## src/rtl/rv32i_pkg.sv

```systemverilog
// Shared types and defaults for the RV32I program-counter generator.
package rv32i_pkg;

  typedef enum logic [1:0] {
    PC_BOOT = 2'd0,
    PC_RUN  = 2'd1,
    PC_HALT = 2'd2
  } pc_state_t;

  localparam int unsigned XLEN_DEF      = 32;
  localparam logic [31:0] RESET_VEC_DEF = 32'h0000_0000;

  // A target is misaligned when its low bits are non-zero for the active
  // instruction granule (2 bytes with compressed support, else 4 bytes).
  function automatic logic misaligned(input logic [1:0] lo, input bit c_ext);
    return c_ext ? lo[0] : (lo != 2'b00);
  endfunction

endpackage

```

## src/rtl/rv32i_pc_gen_if.sv

```systemverilog
// Control/redirect inputs and fetch-address outputs of the PC generator.
interface rv32i_pc_gen_if
  import rv32i_pkg::*;
#(
  parameter int unsigned XLEN = XLEN_DEF
);
  logic            en;
  logic            stall;
  logic            br_valid;
  logic [XLEN-1:0] br_target;
  logic            trap_valid;
  logic [XLEN-1:0] trap_target;
  logic            halt_req;
  logic            resume;
  logic [XLEN-1:0] pc;
  logic [XLEN-1:0] pc_plus4;
  logic            pc_valid;
  logic            misalign;
  logic            halted;

  // PC generator side
  modport master (
    input  en, stall, br_valid, br_target, trap_valid, trap_target,
           halt_req, resume,
    output pc, pc_plus4, pc_valid, misalign, halted
  );

  // Pipeline/control side
  modport slave (
    output en, stall, br_valid, br_target, trap_valid, trap_target,
           halt_req, resume,
    input  pc, pc_plus4, pc_valid, misalign, halted
  );
endinterface

```

## src/rtl/rv32i_pc_next.sv

```systemverilog
// Combinational next-PC / next-state selection for the PC generator.
module rv32i_pc_next
  import rv32i_pkg::*;
#(
  parameter int unsigned XLEN  = XLEN_DEF,
  parameter bit          C_EXT = 1'b0
) (
  input  pc_state_t       state,
  input  logic [XLEN-1:0] pc,
  input  logic            pend_valid,
  input  logic [XLEN-1:0] pend_target,
  input  logic            stall,
  input  logic            br_valid,
  input  logic [XLEN-1:0] br_target,
  input  logic            trap_valid,
  input  logic [XLEN-1:0] trap_target,
  input  logic            halt_req,
  input  logic            resume,
  output pc_state_t       next_state,
  output logic [XLEN-1:0] next_pc,
  output logic            next_pend_valid,
  output logic [XLEN-1:0] next_pend_target,
  output logic            next_misalign,
  output logic [XLEN-1:0] pc_plus4
);

  localparam logic [XLEN-1:0] ALIGN_MASK = {{(XLEN-2){1'b1}}, (C_EXT ? 2'b10 : 2'b00)};
  localparam logic [XLEN-1:0] FOUR       = {{(XLEN-3){1'b0}}, 3'd4};

  logic br_ok;

  assign pc_plus4 = pc + FOUR;
  assign br_ok    = br_valid && !misaligned(br_target[1:0], C_EXT);

  // Priority redirect selection; halting only suppresses sequential advance.
  always_comb begin
    next_state       = state;
    next_pc          = pc;
    next_pend_valid  = pend_valid;
    next_pend_target = pend_target;
    next_misalign    = 1'b0;
    case (state)
      PC_BOOT: next_state = PC_RUN;
      PC_RUN: begin
        if (trap_valid) begin
          next_pc         = trap_target & ALIGN_MASK;
          next_pend_valid = 1'b0;
        end else begin
          next_misalign = br_valid && !br_ok;
          if (br_ok && stall) begin
            next_pend_valid  = 1'b1;
            next_pend_target = br_target;
          end else if (br_ok) begin
            next_pc         = br_target;
            next_pend_valid = 1'b0;
          end else if (pend_valid && !stall) begin
            next_pc         = pend_target;
            next_pend_valid = 1'b0;
          end else if (!stall && !halt_req) begin
            next_pc = pc_plus4;
          end
        end
        if (halt_req) next_state = PC_HALT;
      end
      PC_HALT: begin
        if (trap_valid) begin
          next_state      = PC_RUN;
          next_pc         = trap_target & ALIGN_MASK;
          next_pend_valid = 1'b0;
        end else if (resume && !halt_req) begin
          next_state = PC_RUN;
        end
      end
      default: next_state = PC_BOOT;
    endcase
  end

endmodule

```

## src/rtl/rv32i_pc_gen.sv

```systemverilog
// RV32I fetch program-counter generator: holds state, pc, pending redirect
// and the misalign pulse; selection logic lives in rv32i_pc_next.
module rv32i_pc_gen
  import rv32i_pkg::*;
#(
  parameter int unsigned     XLEN      = XLEN_DEF,
  parameter logic [XLEN-1:0] RESET_VEC = XLEN'(RESET_VEC_DEF),
  parameter bit              C_EXT     = 1'b0
) (
  input logic           clk,
  input logic           rst,
  rv32i_pc_gen_if.master bus
);

  pc_state_t       state_q, state_d;
  logic [XLEN-1:0] pc_q, pc_d;
  logic            pend_valid_q, pend_valid_d;
  logic [XLEN-1:0] pend_target_q, pend_target_d;
  logic            misalign_q, misalign_d;
  logic [XLEN-1:0] pc_plus4;

  rv32i_pc_next #(
    .XLEN  (XLEN),
    .C_EXT (C_EXT)
  ) u_next (
    .state            (state_q),
    .pc               (pc_q),
    .pend_valid       (pend_valid_q),
    .pend_target      (pend_target_q),
    .stall            (bus.stall),
    .br_valid         (bus.br_valid),
    .br_target        (bus.br_target),
    .trap_valid       (bus.trap_valid),
    .trap_target      (bus.trap_target),
    .halt_req         (bus.halt_req),
    .resume           (bus.resume),
    .next_state       (state_d),
    .next_pc          (pc_d),
    .next_pend_valid  (pend_valid_d),
    .next_pend_target (pend_target_d),
    .next_misalign    (misalign_d),
    .pc_plus4         (pc_plus4)
  );

  // State/pc/pending registers: reset wins over enable, en=0 freezes all.
  always_ff @(posedge clk) begin
    if (rst) begin
      state_q       <= PC_BOOT;
      pc_q          <= RESET_VEC;
      pend_valid_q  <= 1'b0;
      pend_target_q <= '0;
      misalign_q    <= 1'b0;
    end else if (bus.en) begin
      state_q       <= state_d;
      pc_q          <= pc_d;
      pend_valid_q  <= pend_valid_d;
      pend_target_q <= pend_target_d;
      misalign_q    <= misalign_d;
    end
  end

  assign bus.pc       = pc_q;
  assign bus.pc_plus4 = pc_plus4;
  assign bus.pc_valid = (state_q == PC_RUN);
  assign bus.halted   = (state_q == PC_HALT);
  assign bus.misalign = misalign_q;

endmodule

```

## src/flat_wrapper.sv

```systemverilog
// flat-port wrapper written by rule: the top's interface ports become plain ports
module rv32i_pc_gen_flat import rv32i_pkg::*;
#(
  parameter int unsigned     XLEN      = XLEN_DEF,
  parameter logic [XLEN-1:0] RESET_VEC = XLEN'(RESET_VEC_DEF),
  parameter bit              C_EXT     = 1'b0
)
  (clk, rst, bus_en, bus_stall, bus_br_valid, bus_br_target, bus_trap_valid, bus_trap_target, bus_halt_req, bus_resume, bus_pc, bus_pc_plus4, bus_pc_valid, bus_misalign, bus_halted);
  rv32i_pc_gen_if #(.XLEN(XLEN)) bus_i ();
  input logic clk;
  input logic rst;
  input wire logic [$bits(bus_i.en)-1:0] bus_en;
  input wire logic [$bits(bus_i.stall)-1:0] bus_stall;
  input wire logic [$bits(bus_i.br_valid)-1:0] bus_br_valid;
  input wire logic [$bits(bus_i.br_target)-1:0] bus_br_target;
  input wire logic [$bits(bus_i.trap_valid)-1:0] bus_trap_valid;
  input wire logic [$bits(bus_i.trap_target)-1:0] bus_trap_target;
  input wire logic [$bits(bus_i.halt_req)-1:0] bus_halt_req;
  input wire logic [$bits(bus_i.resume)-1:0] bus_resume;
  output wire logic [$bits(bus_i.pc)-1:0] bus_pc;
  output wire logic [$bits(bus_i.pc_plus4)-1:0] bus_pc_plus4;
  output wire logic [$bits(bus_i.pc_valid)-1:0] bus_pc_valid;
  output wire logic [$bits(bus_i.misalign)-1:0] bus_misalign;
  output wire logic [$bits(bus_i.halted)-1:0] bus_halted;
  assign bus_i.en = bus_en;
  assign bus_i.stall = bus_stall;
  assign bus_i.br_valid = bus_br_valid;
  assign bus_i.br_target = bus_br_target;
  assign bus_i.trap_valid = bus_trap_valid;
  assign bus_i.trap_target = bus_trap_target;
  assign bus_i.halt_req = bus_halt_req;
  assign bus_i.resume = bus_resume;
  assign bus_pc = bus_i.pc;
  assign bus_pc_plus4 = bus_i.pc_plus4;
  assign bus_pc_valid = bus_i.pc_valid;
  assign bus_misalign = bus_i.misalign;
  assign bus_halted = bus_i.halted;
  rv32i_pc_gen #(.XLEN(XLEN), .RESET_VEC(RESET_VEC), .C_EXT(C_EXT)) u_core (.clk(clk), .rst(rst), .bus(bus_i));
endmodule
```

## config.mk

```make
export PLATFORM = sky130hd
export DESIGN_NAME = rv32i_pc_gen_flat
export DESIGN_NICKNAME = d
export VERILOG_FILES = /design/src/rtl/rv32i_pkg.sv /design/src/rtl/rv32i_pc_gen_if.sv /design/src/rtl/rv32i_pc_next.sv /design/src/rtl/rv32i_pc_gen.sv /design/src/flat_wrapper.sv
export SDC_FILE = /design/constraint.sdc
export NUM_CORES = 1
export LEC_CHECK = 0
export ABC_CLOCK_PERIOD_IN_PS = 2100
export CAP_MARGIN = 30
export CORE_ASPECT_RATIO = 1.5
export CORE_MARGIN = 1
export CORE_UTILIZATION = 40
export DETAILED_ROUTE_END_ITERATION = 8
export MAX_ROUTING_LAYER = met4
export PLACE_DENSITY = 0.7
export SYNTH_ARGS = -nofsm -noshare
export SYNTH_HDL_FRONTEND = slang
export SYNTH_HIERARCHICAL = 1
export SYNTH_SLANG_ARGS = --single-unit
```

## constraint.sdc

```tcl
create_clock -name clk -period 2.1 [get_ports clk]
set_input_delay 0.315 -clock clk [delete_from_list [all_inputs] [get_ports clk]]
set_output_delay 0.315 -clock clk [all_outputs]
set_load 0.02 [all_outputs]
```

==> metrics list <==
- For the worst flop-to-flop path, the logic depth is 10.
- Global routing used between 30% and 40% of the available tracks across all layers.
- Routability-driven placement finished with a final weighted congestion of 0.954.
* Pin count of the biggest net entering global routing: a little under 70
- The final route contains 7231 vias.
* Routed len/inst: ~19 µm
- The first TritonRoute pass finished after 6 iterations.
- Source of the worst register-to-register timing path: u_core/bus.pc[12]$_SDFFE_PP0P_
- Dividing the synthesized area by the synthesized cell count gives between 7 and 8 µm².
* Clock net sink count: 68
* Unrepaired setup endpoints after global routing: true
- Highest net fanout along the worst path: 3
- Violations in the final reports: setup timing
- The number of max-slew violations in the final report came to 0.
- Final Cell Area: a little under 10000 µm²
* Post-layout instance count excluding filler cells: 1237
- The via count of the first global-routing pass came to 6886.
* Min-delay src: rst
* Worst setup SP type: flop
- Counting flops with a built-in enable in the synthesized netlist gives 0.
- Syn nets: ~840
- Clock-pin slew on the worst setup and hold paths: about 0.070 ns
- In this run the remaining antenna-violating nets after routing total 0.
* Drt first-iter violations: 658
- Slowest stage cell, crit path: sky130_fd_sc_hd__or4_4
- Port buffering added 136 buffers.
- WP data required: between 1.5 and 2 ns
- Overall power of the completed layout: about 4.3 mW
- At the worst endpoint, the arrival time is approximately 2.1 ns.
* Ratio of cells with drive above 1 in the final layout: about a third
- Total of flip-flops plus latches after synthesis: 68
- The tree is rooted in a sky130_fd_sc_hd__clkbuf_16.
* Crit share post-route: 114%
- Instance area after placement: 8680 µm²
* Hold Crit Class: input pin to flop
- Setup slack on the worst reg-to-reg path comes out at -0.21 ns.
- STA classifies the critical path endpoint as an output port.
- Slew headroom: between 70% and 80%
- Setup violations remaining at the end of the flow were counted as 19.
- Number of synthesis warnings: 6
- Post-synthesis cell area: about 6000 µm²
- Counting I/O delays and the setup requirement, the final critical path takes approximately 2.4 ns.
* Post-synth ARST share: 0%
- Placement row count: between 50 and 60
- Maximum VDD drop: between 0.0004 and 0.0005 V
- For this run, design rule violations remaining after detail routing come to 0.
* Number of levels in the clock H-tree: 3
- Dividing total power by cell area gives a power density of about 450 nW/µm².
- Core footprint: roughly 15000 µm²
- 0 antenna diodes ended up in the layout.
- Across the run, the number of max-cap violations was 0.
- The count of endpoints failing hold in the final timing report is 0.
- The cell count after synthesis came out at roughly 770.
- Compared with the post-synthesis result, the final layout area differs by 60.6%.
- Buffers from clock root to sink, at most: 2
- Number of antenna violations at the first check in global routing: 0
* Top cells by area, synth: sky130_fd_sc_hd__dfxtp_1 23%, sky130_fd_sc_hd__mux2i_1 13%, sky130_fd_sc_hd__nor2_1 7.4%
- The initial utilization of the core area, before any placement, comes to between 40% and 50%.
* Prevailing post-synth register cell: sky130_fd_sc_hd__dfxtp_1
- DRT Wirelength: 23700 µm
- After clock tree synthesis, the flow added hold-fix buffers numbering 0.
* Per-cell via count in the routed design: just under 6
- Most numerous cell in the Yosys netlist: sky130_fd_sc_hd__nor2_1
- The first global-routing pass estimated between 30000 and 40000 µm of wire.
* Final nets: 1113
- CTS tree: yes
- The setup path with the least slack is of type flop to output port.
- Cell count after placement: around 1200
- Endpoint with the worst hold slack: u_core/pend_target_q[20]$_SDFFE_PP0P_
* Post-synth top area cell: sky130_fd_sc_hd__dfxtp_1
* Worst hold path cell count: 3
- Worst hold slack after final layout: approximately 0.46 ns
- Latest clock arrival within the worst-skew pair: about 0.34 ns
- In this run the horizontal extent of the chip is between 100 and 150 µm.
- For this design the top-level I/O count stands at roughly 140.
- The flow ran to the end, but the final reports show violations.
- Summed over all nets, the half-perimeter wirelength after detailed placement is between 15000 and 20000 µm.
* GRT Residual Overflow: 0
- Endpoint of the lowest-slack register-to-register path: u_core/bus.pc[22]$_SDFFE_PP0P_
* Max Clk Rate: 417 MHz
* Longest individual stage delay on the worst path: roughly 0.51 ns
* Synth top area share: around 23%
* Overall die area: between 15000 and 20000 µm²
- Worst slack, placed: -0.543 ns
- In this run the static leakage power is around 4.2 nW.
- After layout, the worst setup slack is -0.299 ns.
- TritonCTS buffer count: 9
- Floorplan die height: about 150 µm
* Cells along the critical path: and4_4 > nand4_1 > or4_4 > nand2b_4 > xnor2_4 > buf_6
- Count of cell types in the netlist: 71
- The commonest cells after synthesis are 118 x sky130_fd_sc_hd__nor2_1, 76 x sky130_fd_sc_hd__mux2i_1, 68 x sky130_fd_sc_hd__dfxtp_1.
- For the pin with the worst max-slew slack, the measured transition is around 0.4 ns.
- Summing the sequential cell areas from Yosys gives 22.7% of the chip area.
- On the final layout, the worst clock skew is 0.0111 ns.
[power breakdown]
group / total (mW) / internal (mW) / switching [mW] / leakage [nW]
sequential: 1.32 / 1.30 / 0.0172 / 0.564
combinational: 1.07 / 0.529 / 0.545 / 3.42
clock: 1.93 / 1.29 / 0.640 / 0.180
[cells in the final DEF (no fill, tap or decap), types with 5 or more instances in the layout]
master,synthesis,final
sky130_fd_sc_hd__dfxtp_4,0,10
sky130_fd_sc_hd__a22oi_1,13,12
sky130_fd_sc_hd__mux2i_1,76,76
sky130_fd_sc_hd__dfxtp_2,0,16
sky130_fd_sc_hd__a31oi_1,10,10
sky130_fd_sc_hd__nor2_4,0,5
sky130_fd_sc_hd__buf_6,2,14
sky130_fd_sc_hd__clkdlybuf4s50_1,0,100
sky130_fd_sc_hd__a211oi_1,7,6
sky130_fd_sc_hd__dfxtp_1,68,42
sky130_fd_sc_hd__o31ai_1,5,5
sky130_fd_sc_hd__xnor2_1,21,16
sky130_fd_sc_hd__clkbuf_16,0,10
sky130_fd_sc_hd__a21oi_1,35,32
sky130_fd_sc_hd__inv_1,17,16
sky130_fd_sc_hd__nand2_1,31,26
sky130_fd_sc_hd__nor2_1,118,110
sky130_fd_sc_hd__a221o_1,9,9
sky130_fd_sc_hd__nand2b_1,9,6
sky130_fd_sc_hd__dlygate4sd2_1,0,9
sky130_fd_sc_hd__or3_1,6,5
sky130_fd_sc_hd__o211ai_1,6,6
sky130_fd_sc_hd__and2_1,6,5
sky130_fd_sc_hd__o21ai_1,21,22
sky130_fd_sc_hd__mux2_1,18,18
sky130_fd_sc_hd__nand4_1,17,17
sky130_fd_sc_hd__nand3_1,22,20
sky130_fd_sc_hd__buf_4,8,197
sky130_fd_sc_hd__o311ai_1,3,6
sky130_fd_sc_hd__mux2_2,24,23
sky130_fd_sc_hd__o21ai_0,22,21
sky130_fd_sc_hd__buf_12,2,6
sky130_fd_sc_hd__xor2_1,14,11
sky130_fd_sc_hd__nor3_1,22,19
[flip-flops by register name, indices dropped and copies added, names as in the netlist]
| register | flops |
|---|---|
| u_core/bus.misalign | 1 |
| u_core/pend_valid_q | 1 |
| u_core/pend_target_q | 32 |
| u_core/state_q | 2 |
| u_core/bus.pc | 32 |
[timing repair]
item,4_1_cts,5_1_grt
resized for setup,152,62
pin swaps,25,30
gates cloned,1,2
setup buffers,14,20
setup endpoints to repair,54,71
[kinds of logic after synthesis]
| group | count (synthesis) | share of synthesized area [%] |
|---|---|---|
| AND/OR/NAND/NOR | 267 | 22.1 |
| AO/OA/AOI/OAI | 176 | 20.3 |
| multiplexers | 118 | 20.6 |
| buffers and inverters | 97 | 8.15 |
| flip-flops | 68 | 22.7 |
| XOR/XNOR | 35 | 5.12 |
| adder cells (fa/ha/maj) | 5 | 1.04 |
[worst max-delay path, delay by kind of cell, from the launching register on]
| kind | cells | cell delay [ns] |
|---|---|---|
| xor+xnor | 1 | 0.13 |
| buf+inv | 1 | 0.14 |
| flops | 1 | 0.34 |
| simple gates | 4 | 1.13 |
[layout make-up]
cell class,count,area [µm²]
sequential,68,1420
fill,1269,4970
clock buffer,9,225
tap,196,245
timing repair buffer,336,2950
inverter,19,76.3
multi-input combinational,601,4550
timing repair inverter,1,6.26
clock inverter,7,146
[through the flow]
step | util [%] | TNS [ns]
after floorplan | - | -0.176
after global placement | 59.5 | -24.25
after detailed placement | 59.5 | -27.17
after CTS | 63.3 | -3.34
after global routing | 65.9 | -4.54
final | 65.9 | -2.78
[per-layer routing]
| layer | vias to the layer above | track usage (%) | wire length [µm] |
|---|---|---|---|
| li1 | 3351 | - | - |
| met1 | 3399 | 36.3 | 9240 |
| met2 | 387 | 49.7 | 11500 |
| met3 | 94 | 4.28 | 1850 |
| met4 | 0 | 16.0 | 1150 |
| met5 | - | - | 0 |
[worst max path at each step]
stage               slack (ns)                        endpoint                           start  cells after the start
detailed placement       -0.54  u_core/bus.pc[22]$_SDFFE_PP0P_                    bus_br_valid                      8
CTS                      -0.35                bus_pc_plus4[31]  u_core/bus.pc[11]$_SDFFE_PP0P_                      6
global route             -0.33                bus_pc_plus4[28]  u_core/bus.pc[11]$_SDFFE_PP0P_                      6
global placement         -0.47  u_core/bus.pc[27]$_SDFFE_PP0P_                    bus_br_valid                      8
finish                   -0.30                bus_pc_plus4[31]  u_core/bus.pc[12]$_SDFFE_PP0P_                      6
floorplan                -0.08                bus_pc_plus4[31]   u_core/bus.pc[4]$_SDFFE_PP0P_                      7
No activity file was read; power rests on OpenSTA's default activity.
